File: src/rtl/cardinal_nic_fifo_if.sv
// Processor register port plus ring-router local port of the Cardinal NIC.
// The slave modport is the NIC side; the master modport drives it.
interface cardinal_nic_fifo_if #(
    parameter int DATA_W = 64
);
    logic [0:1]        addr;
    logic [0:DATA_W-1] d_in;
    logic [0:DATA_W-1] d_out;
    logic              nicEn;
    logic              nicWrEn;
    logic              net_si;
    logic              net_ri;
    logic [0:DATA_W-1] net_di;
    logic              net_so;
    logic              net_ro;
    logic [0:DATA_W-1] net_do;
    logic              net_polarity;

    modport slave (
        input  addr, d_in, nicEn, nicWrEn, net_si, net_di, net_ro, net_polarity,
        output d_out, net_ri, net_so, net_do
    );

    modport master (
        output addr, d_in, nicEn, nicWrEn, net_si, net_di, net_ro, net_polarity,
        input  d_out, net_ri, net_so, net_do
    );
endinterface

File: src/rtl/cardinal_nic_fifo.sv
// Cardinal NIC with FIFO-buffered input (router->CPU) and output (CPU->router)
// channels, occupancy/sticky-error status registers and polarity-gated injection.
module cardinal_nic_fifo #(
    parameter int DATA_W    = 64,
    parameter int IN_DEPTH  = 4,
    parameter int OUT_DEPTH = 4
) (
    input  logic               clk,
    input  logic               reset,
    cardinal_nic_fifo_if.slave bus
);
    localparam int IN_AW  = $clog2(IN_DEPTH);
    localparam int OUT_AW = $clog2(OUT_DEPTH);
    localparam int IN_CW  = IN_AW + 1;
    localparam int OUT_CW = OUT_AW + 1;
    localparam logic [IN_CW-1:0]  IN_FULL_CNT  = IN_CW'(IN_DEPTH);
    localparam logic [OUT_CW-1:0] OUT_FULL_CNT = OUT_CW'(OUT_DEPTH);

    logic [0:DATA_W-1] in_mem  [IN_DEPTH];
    logic [0:DATA_W-1] out_mem [OUT_DEPTH];

    logic [IN_AW-1:0]  in_wr_ptr_q, in_wr_ptr_d, in_rd_ptr_q, in_rd_ptr_d;
    logic [IN_CW-1:0]  in_cnt_q, in_cnt_d;
    logic              in_ufl_q, in_ufl_d;
    logic [OUT_AW-1:0] out_wr_ptr_q, out_wr_ptr_d, out_rd_ptr_q, out_rd_ptr_d;
    logic [OUT_CW-1:0] out_cnt_q, out_cnt_d;
    logic              out_ovf_q, out_ovf_d;
    logic [0:DATA_W-1] d_out_q, d_out_d;

    logic in_full, in_nonempty, out_full, out_nonempty;
    logic cpu_rd, cpu_wr, in_push, in_pop, out_push, out_pop;
    logic [0:DATA_W-1] out_head;

    function automatic logic [0:DATA_W-1] status_word(input logic flag,
                                                      input logic sticky,
                                                      input logic [7:0] cnt);
        logic [0:DATA_W-1] w;
        w             = '0;
        w[DATA_W-1]   = flag;
        w[DATA_W-2]   = sticky;
        w[32:39]      = cnt;
        return w;
    endfunction

    assign in_full      = (in_cnt_q == IN_FULL_CNT);
    assign in_nonempty  = (in_cnt_q != '0);
    assign out_full     = (out_cnt_q == OUT_FULL_CNT);
    assign out_nonempty = (out_cnt_q != '0);
    assign out_head     = out_mem[out_rd_ptr_q];

    assign cpu_rd   = bus.nicEn & ~bus.nicWrEn;
    assign cpu_wr   = bus.nicEn & bus.nicWrEn;
    assign in_push  = bus.net_si & ~in_full;
    assign in_pop   = cpu_rd & (bus.addr == 2'b00) & in_nonempty;
    assign out_pop  = bus.net_so;
    // A write into a full FIFO still lands if the head leaves on the same edge.
    assign out_push = cpu_wr & (bus.addr == 2'b10) & (~out_full | out_pop);

    assign bus.net_ri = ~in_full;
    assign bus.net_so = out_nonempty & bus.net_ro & (out_head[0] == bus.net_polarity);
    assign bus.net_do = out_nonempty ? out_head : '0;
    assign bus.d_out  = d_out_q;

    always_comb begin
        in_wr_ptr_d  = in_push  ? in_wr_ptr_q  + IN_AW'(1)  : in_wr_ptr_q;
        in_rd_ptr_d  = in_pop   ? in_rd_ptr_q  + IN_AW'(1)  : in_rd_ptr_q;
        out_wr_ptr_d = out_push ? out_wr_ptr_q + OUT_AW'(1) : out_wr_ptr_q;
        out_rd_ptr_d = out_pop  ? out_rd_ptr_q + OUT_AW'(1) : out_rd_ptr_q;
        in_cnt_d     = in_cnt_q  + IN_CW'(in_push)   - IN_CW'(in_pop);
        out_cnt_d    = out_cnt_q + OUT_CW'(out_push) - OUT_CW'(out_pop);
        in_ufl_d     = in_ufl_q;
        out_ovf_d    = out_ovf_q;
        d_out_d      = d_out_q;

        if (cpu_rd) begin
            unique case (bus.addr)
                2'b00: begin
                    d_out_d = in_nonempty ? in_mem[in_rd_ptr_q] : '0;
                    if (!in_nonempty) in_ufl_d = 1'b1;
                end
                // Status reads report the sticky bit as it was, then clear it.
                2'b01: begin
                    d_out_d  = status_word(in_nonempty, in_ufl_q, 8'(in_cnt_q));
                    in_ufl_d = 1'b0;
                end
                2'b10: d_out_d = '0;
                2'b11: begin
                    d_out_d   = status_word(out_full, out_ovf_q, 8'(out_cnt_q));
                    out_ovf_d = 1'b0;
                end
                default: d_out_d = '0;
            endcase
        end

        if (cpu_wr && bus.addr == 2'b10 && !out_push) out_ovf_d = 1'b1;
    end

    always_ff @(posedge clk) begin
        if (in_push)  in_mem[in_wr_ptr_q]   <= bus.net_di;
        if (out_push) out_mem[out_wr_ptr_q] <= bus.d_in;
    end

    always_ff @(posedge clk) begin
        if (reset) begin
            in_wr_ptr_q  <= '0;
            in_rd_ptr_q  <= '0;
            in_cnt_q     <= '0;
            in_ufl_q     <= 1'b0;
            out_wr_ptr_q <= '0;
            out_rd_ptr_q <= '0;
            out_cnt_q    <= '0;
            out_ovf_q    <= 1'b0;
            d_out_q      <= '0;
        end else begin
            in_wr_ptr_q  <= in_wr_ptr_d;
            in_rd_ptr_q  <= in_rd_ptr_d;
            in_cnt_q     <= in_cnt_d;
            in_ufl_q     <= in_ufl_d;
            out_wr_ptr_q <= out_wr_ptr_d;
            out_rd_ptr_q <= out_rd_ptr_d;
            out_cnt_q    <= out_cnt_d;
            out_ovf_q    <= out_ovf_d;
            d_out_q      <= d_out_d;
        end
    end
endmodule

File: src/flat_wrapper.sv
// flat-port wrapper written by rule: the top's interface ports become plain ports
module cardinal_nic_fifo_flat 
#(
    parameter int DATA_W    = 64,
    parameter int IN_DEPTH  = 4,
    parameter int OUT_DEPTH = 4
)
  (clk, reset, bus_addr, bus_d_in, bus_nicEn, bus_nicWrEn, bus_net_si, bus_net_di, bus_net_ro, bus_net_polarity, bus_d_out, bus_net_ri, bus_net_so, bus_net_do);
  cardinal_nic_fifo_if #(.DATA_W(DATA_W)) bus_i ();
  input  logic clk;
  input  logic reset;
  input wire logic [$bits(bus_i.addr)-1:0] bus_addr;
  input wire logic [$bits(bus_i.d_in)-1:0] bus_d_in;
  input wire logic [$bits(bus_i.nicEn)-1:0] bus_nicEn;
  input wire logic [$bits(bus_i.nicWrEn)-1:0] bus_nicWrEn;
  input wire logic [$bits(bus_i.net_si)-1:0] bus_net_si;
  input wire logic [$bits(bus_i.net_di)-1:0] bus_net_di;
  input wire logic [$bits(bus_i.net_ro)-1:0] bus_net_ro;
  input wire logic [$bits(bus_i.net_polarity)-1:0] bus_net_polarity;
  output wire logic [$bits(bus_i.d_out)-1:0] bus_d_out;
  output wire logic [$bits(bus_i.net_ri)-1:0] bus_net_ri;
  output wire logic [$bits(bus_i.net_so)-1:0] bus_net_so;
  output wire logic [$bits(bus_i.net_do)-1:0] bus_net_do;
  assign bus_i.addr = bus_addr;
  assign bus_i.d_in = bus_d_in;
  assign bus_i.nicEn = bus_nicEn;
  assign bus_i.nicWrEn = bus_nicWrEn;
  assign bus_i.net_si = bus_net_si;
  assign bus_i.net_di = bus_net_di;
  assign bus_i.net_ro = bus_net_ro;
  assign bus_i.net_polarity = bus_net_polarity;
  assign bus_d_out = bus_i.d_out;
  assign bus_net_ri = bus_i.net_ri;
  assign bus_net_so = bus_i.net_so;
  assign bus_net_do = bus_i.net_do;
  cardinal_nic_fifo #(.DATA_W(DATA_W), .IN_DEPTH(IN_DEPTH), .OUT_DEPTH(OUT_DEPTH)) u_core (.clk(clk), .reset(reset), .bus(bus_i));
endmodule
File: config.mk
export PLATFORM = sky130hd
export DESIGN_NAME = cardinal_nic_fifo_flat
export DESIGN_NICKNAME = d
export VERILOG_FILES = /design/src/rtl/cardinal_nic_fifo_if.sv /design/src/rtl/cardinal_nic_fifo.sv /design/src/flat_wrapper.sv
export SDC_FILE = /design/constraint.sdc
export NUM_CORES = 1
export LEC_CHECK = 0
export BUFFER_PORTS_ARGS = -buffer_cell sky130_fd_sc_hd__buf_2
export CAP_MARGIN = 20
export CORE_MARGIN = 2
export CORE_UTILIZATION = 41
export CTS_CLUSTER_SIZE = 20
export DETAILED_ROUTE_END_ITERATION = 6
export HOLD_SLACK_MARGIN = 0.06
export SLEW_MARGIN = 20
export SYNTH_ARGS = -nofsm -noshare
export SYNTH_HDL_FRONTEND = slang
export SYNTH_SLANG_ARGS = --single-unit
File: constraint.sdc
create_clock -name clk -period 11.2 [get_ports clk]
set_input_delay 2.24 -clock clk [delete_from_list [all_inputs] [get_ports clk]]
set_output_delay 2.24 -clock clk [all_outputs]
set_load 0.05 [all_outputs]
Word level (Yosys, flattened, before mapping)
Memory sizes are Yosys's and may differ from the RTL's. A register that Yosys moved wholly into a read port is not among the register bits.
Index checks and enable logic that the tools add are counted.
{"block": "classes", "bitwise": 13, "n_eq_ne": 7, "muxes": 16, "reduce_logical": 11, "add_sub_neg": 8}
{"cell": "64-bit case mux with 4 select lines", "n": 1}
{"cell": "64-bit 2-to-1 mux", "n": 2}
{"cell": "1-bit AND", "n": 9}
{"cell": "2-bit by 1-bit adder with 2-bit output (second input constant)", "n": 4}
{"cell": "1-bit 2-to-1 mux", "n": 8}
{"cell": "2-bit 2-to-1 mux", "n": 4}
{"cell": "3-bit by 1-bit adder with 3-bit output", "n": 2}
{"cell": "3-bit equality test (second input constant)", "n": 2}
{"cell": "2-bit nonzero test", "n": 3}
{"cell": "3-bit nonzero test", "n": 2}
{"cell": "3-bit by 1-bit subtractor with 3-bit output", "n": 2}
{"cell": "2-bit equality test (second input constant)", "n": 2}
{"cell": "1-bit inverter", "n": 3}
{"cell": "3-bit AND reduction", "n": 1}
{"cell": "2-bit by 1-bit equality test with 1-bit output (second input constant)", "n": 1}
{"cell": "1-bit logical AND", "n": 2}
{"cell": "2-bit zero test", "n": 1}
{"cell": "2-bit inequality test (second input constant)", "n": 1}
{"cell": "1-bit case mux with 2 select lines", "n": 1}
{"cell": "2-bit AND reduction", "n": 1}
{"cell": "1-bit equality test", "n": 1}
{"cell": "1-bit zero test", "n": 1}
{"cell": "1-bit bitwise OR", "n": 1}
{"block": "word_totals", "inputBits": 137, "n_memories": 2, "output_inout_bits": 130, "mem_bits_rw": 512, "register_bits": 80, "elab_cells": 66}
{"name": "u_core.in_mem", "words": 4, "word_bits": 64, "rd": 1, "rd_ports_with_merged_regs": 1, "write_ports": 1, "line": "cardinal_nic_fifo.sv:19", "text": "logic [0:DATA_W-1] in_mem [IN_DEPTH];"}
{"name": "u_core.out_mem", "words": 4, "word_bits": 64, "rd": 1, "rd_ports_with_merged_regs": 1, "write_ports": 1, "line": "cardinal_nic_fifo.sv:20", "text": "logic [0:DATA_W-1] out_mem [OUT_DEPTH];"}

Longest topological paths before layout
{"block": "logic_depth", "word_depth": 9, "depth_mapped": 11, "ltp_nobuf": 10}

Worst setup path after synthesis
Ideal clock, no wire load.
{"block": "synth_path", "path_kind": "input-to-output", "from": "input bus_net_polarity", "to": "output bus_net_so", "t_required_ns": 8.960, "path_stages": 2, "path_buffers": 0, "arrival_ns": 2.928, "setup_slack_ns": 6.032, "path_cell_list": "xnor2_1 > and2_1"}
{"block": "synth_via", "elab_chain_cells": 2}
{"item": "from (decl)", "line": "flat_wrapper.sv:19", "text": "input wire logic [$bits(bus_i.net_polarity)-1:0] bus_net_polarity;"}
{"item": "1-bit equality test", "line": "cardinal_nic_fifo.sv:60", "text": "assign bus.net_so = out_nonempty & bus.net_ro & (out_head[0] == bus.net_polarity);"}
{"item": "1-bit AND", "line": "cardinal_nic_fifo.sv:60"}
{"item": "to (decl)", "line": "flat_wrapper.sv:22", "text": "output wire logic [$bits(bus_i.net_so)-1:0] bus_net_so;"}
No other way between the ends.

==> run metrics <==
Crit path buffers/inverters 2; CTS max path bufs 3; Max Fclk ~0.17 GHz; Synth Cell Area around 22,000 um^2; Rel. slew slack approximately a quarter; number of synthesized flops with an enable pin 512; DIE AREA approximately 56,000 um^2; IO buf count ~270; CP startpoint kind flip-flop; count leader, synth edfxtp_1; worst skew pair latency slightly above 0.6 ns; setup TNS 0 ns; sequential share of the synthesized area a little under 80%; Slowest-stage cell, CP dfxtp_4; cells after synthesis 1,082; worst-margin pin slew 1.10 ns; cts repair resizes 0; GP Congestion 0.696; Initial Util roughly two fifths; routed via count ~11,000; DRT Wirelength 46,000 um; drt wl/cell approximately 22 um; worst path setup slack after routing between 5 and 6 ns; DR DRC count 0; Ports ~270; Synth area leaders edfxtp_1, mux4_2, dfxtp_1; Cell variety after synth 41; CP Capture Type output pin; clock slew at reported path FFs 0.06 ns; core area 53,500 um^2; setup repair bufs after CTS 0; Yosys reg bits a little under 600; CP delay by family, top buffers and inverters; CTS tree done; DPL Wire Length around 25,000 um; Sink Count around 600; PD cells about 210 nW/um^2; Min Hold Slack 0.494 ns; vias in the first global route between 10,000 and 15,000; placement row count between 80 and 90; hold crit path type reg -> reg; hold path cells 2; leading register cell type out of synthesis edfxtp_1; Area growth syn-to-layout 18.1%; Vert. Die Dim between 200 and 250 um; Placed Cells around 2,000; Final period util between 50% and 60%; CTS Buf Count 59; Pwr Total roughly 5.5 mW; Root Buffer clkbuf_16; synth cell count leaders edfxtp_1, mux4_2, dfxtp_1, nor2_1, and2_1; Final Hold Fails 0; Leak between 8 and 9 nW; CP Depth 5; WP data arrival between 3 and 4 ns; total global-route track usage 16.5%; skew final approximately 0.024 ns; global-route wire length before repair just under 70,000 um; largest net degree at the start of global routing 78; post-route ant nets 0; max cap viols 0; FF-to-FF End u_core.out_mem[3][9]; CP endpoint bus_net_so; detail-routed via count per cell 5.22; Critical Path RT about 9 ns; Crit path largest cell delay 0.87 ns; CP Max Fanout 37; dpl cell area between 20,000 and 25,000 um^2; Place WS slightly below 6 ns; cell chain of the critical path buf_4, mux4_2, xnor2_1, and2_1, buf_2; final std cells w/o fill about 2,100; Initial DRC Count just under 700; Final Net Count around 1,500; worst reg-to-reg setup slack about 7 ns; top cell type by total area after synthesis edfxtp_1; Worst R2R Path Depth 5; final instance area 26,100 um^2; RSZ-0062 raised after global routing no; minimum clock period after layout 5.81 ns; status complete, no violations; Post-CTS Hold Fix Bufs 0; max-slew violations 0; final core utilization just under 50%; share of the synthesized area in the top cell type ~70%; initial antenna violation count 12; Setup violations, final 0; VDD IR max roughly 140 uV; H-tree levels 2; asr flop ratio synth 0%; share of cells above drive strength 1 between 30% and 40%; first-pass iteration count of the detailed router 5; synth warn 0; Mapped Nets about 1,200; Worst Setup Path Type reg -> out; Die X about 240 um; overflow left after global routing 0; Avg Cell Area, Syn just over 20 um^2
## how the worst min path moves through the flow
stage,end,from,slack [ns]
2_1_floorplan,u_core.out_ovf_q,u_core.out_ovf_q,0.46
3_3_place_gp,u_core.bus.d_out[38],u_core.bus.d_out[38],0.48
3_5_place_dp,u_core.bus.d_out[39],u_core.bus.d_out[39],0.49
4_1_cts,u_core.bus.d_out[39],u_core.bus.d_out[39],0.50
5_1_grt,u_core.bus.d_out[36],u_core.bus.d_out[36],0.52
6_report,u_core.bus.d_out[39],u_core.bus.d_out[39],0.49
## cell usage in the layout, fill, tap and decap left out, types with 10 or more instances in the layout
cell type / synthesis / layout
mux4_2: 128 / 128
clkinv_2: 0 / 11
dfxtp_1: 84 / 80
and2_1: 73 / 65
clkbuf_8: 0 / 10
ha_1: 12 / 12
nor2_1: 77 / 77
buf_2: 13 / 265
inv_1: 12 / 12
edfxtp_1: 512 / 512
clkbuf_16: 0 / 59
buf_4: 0 / 12
clkbuf_1: 40 / 13
a22oi_1: 59 / 59
## power by group
group / switching [mW] / internal [mW] / total [mW]
sequential: 0.0632 / 2.56 / 2.62
clock: 0.820 / 1.11 / 1.93
combinational: 0.664 / 0.297 / 0.961
## final cells by class
class | count | area (um^2)
Antenna cell | 4 | 10.0
Clock buffer | 82 | 1660
Clock inverter | 30 | 241
Fill cell | 4471 | 27400
Inverter | 12 | 45.0
Multi-Input combinational cell | 415 | 4770
Sequential cell | 596 | 17100
Tap cell | 696 | 871
Timing Repair Buffer | 277 | 1420
## worst register-to-register path, stage by stage, from the launching register on
cell and delay, ns:
dfxtp_4 0.87, buf_4 0.62, mux4_2 0.64, or4b_4 0.52
nand3_4 0.14, and2_4 0.81
## sequential cells by signal (all words and copies together) (netlist names), named ones only
name and cells:
u_core.out_wr_ptr_q 2, u_core.in_rd_ptr_q 2, u_core.bus.d_out 64, u_core.in_mem 256, u_core.in_cnt_q 3, u_core.in_wr_ptr_q 2, u_core.out_cnt_q 3, u_core.out_rd_ptr_q 2
u_core.in_ufl_q 1, u_core.out_mem 256, u_core.out_ovf_q 1
## cell families (layout without fill, tap and decap cells)
group           Yosys count  in the layout  synth area share, %
compound gates           77             77                 2.58
xor+xnor                  7              7                0.278
fa+ha+maj                14             14                0.861
buf+inv                  71            401                 1.31
flops                   596            596                 77.2
mux                     134            134                 13.3
other cells               0              4                    0
simple gates            183            183                 4.37
## routing by layer
| layer | wire (um) | up-vias | global-route usage, % | share of wire (%) |
|---|---|---|---|---|
| met5 | 124 | - | 0 | 0.27 |
| li1 | - | 4927 | - | - |
| met4 | 1200 | 20 | 5.64 | 2.6 |
| met2 | 21500 | 273 | 25.9 | 47 |
| met3 | 3430 | 94 | 5.17 | 7.5 |
| met1 | 19700 | 5712 | 21.7 | 43 |
Power figures use the tool's default switching activity.
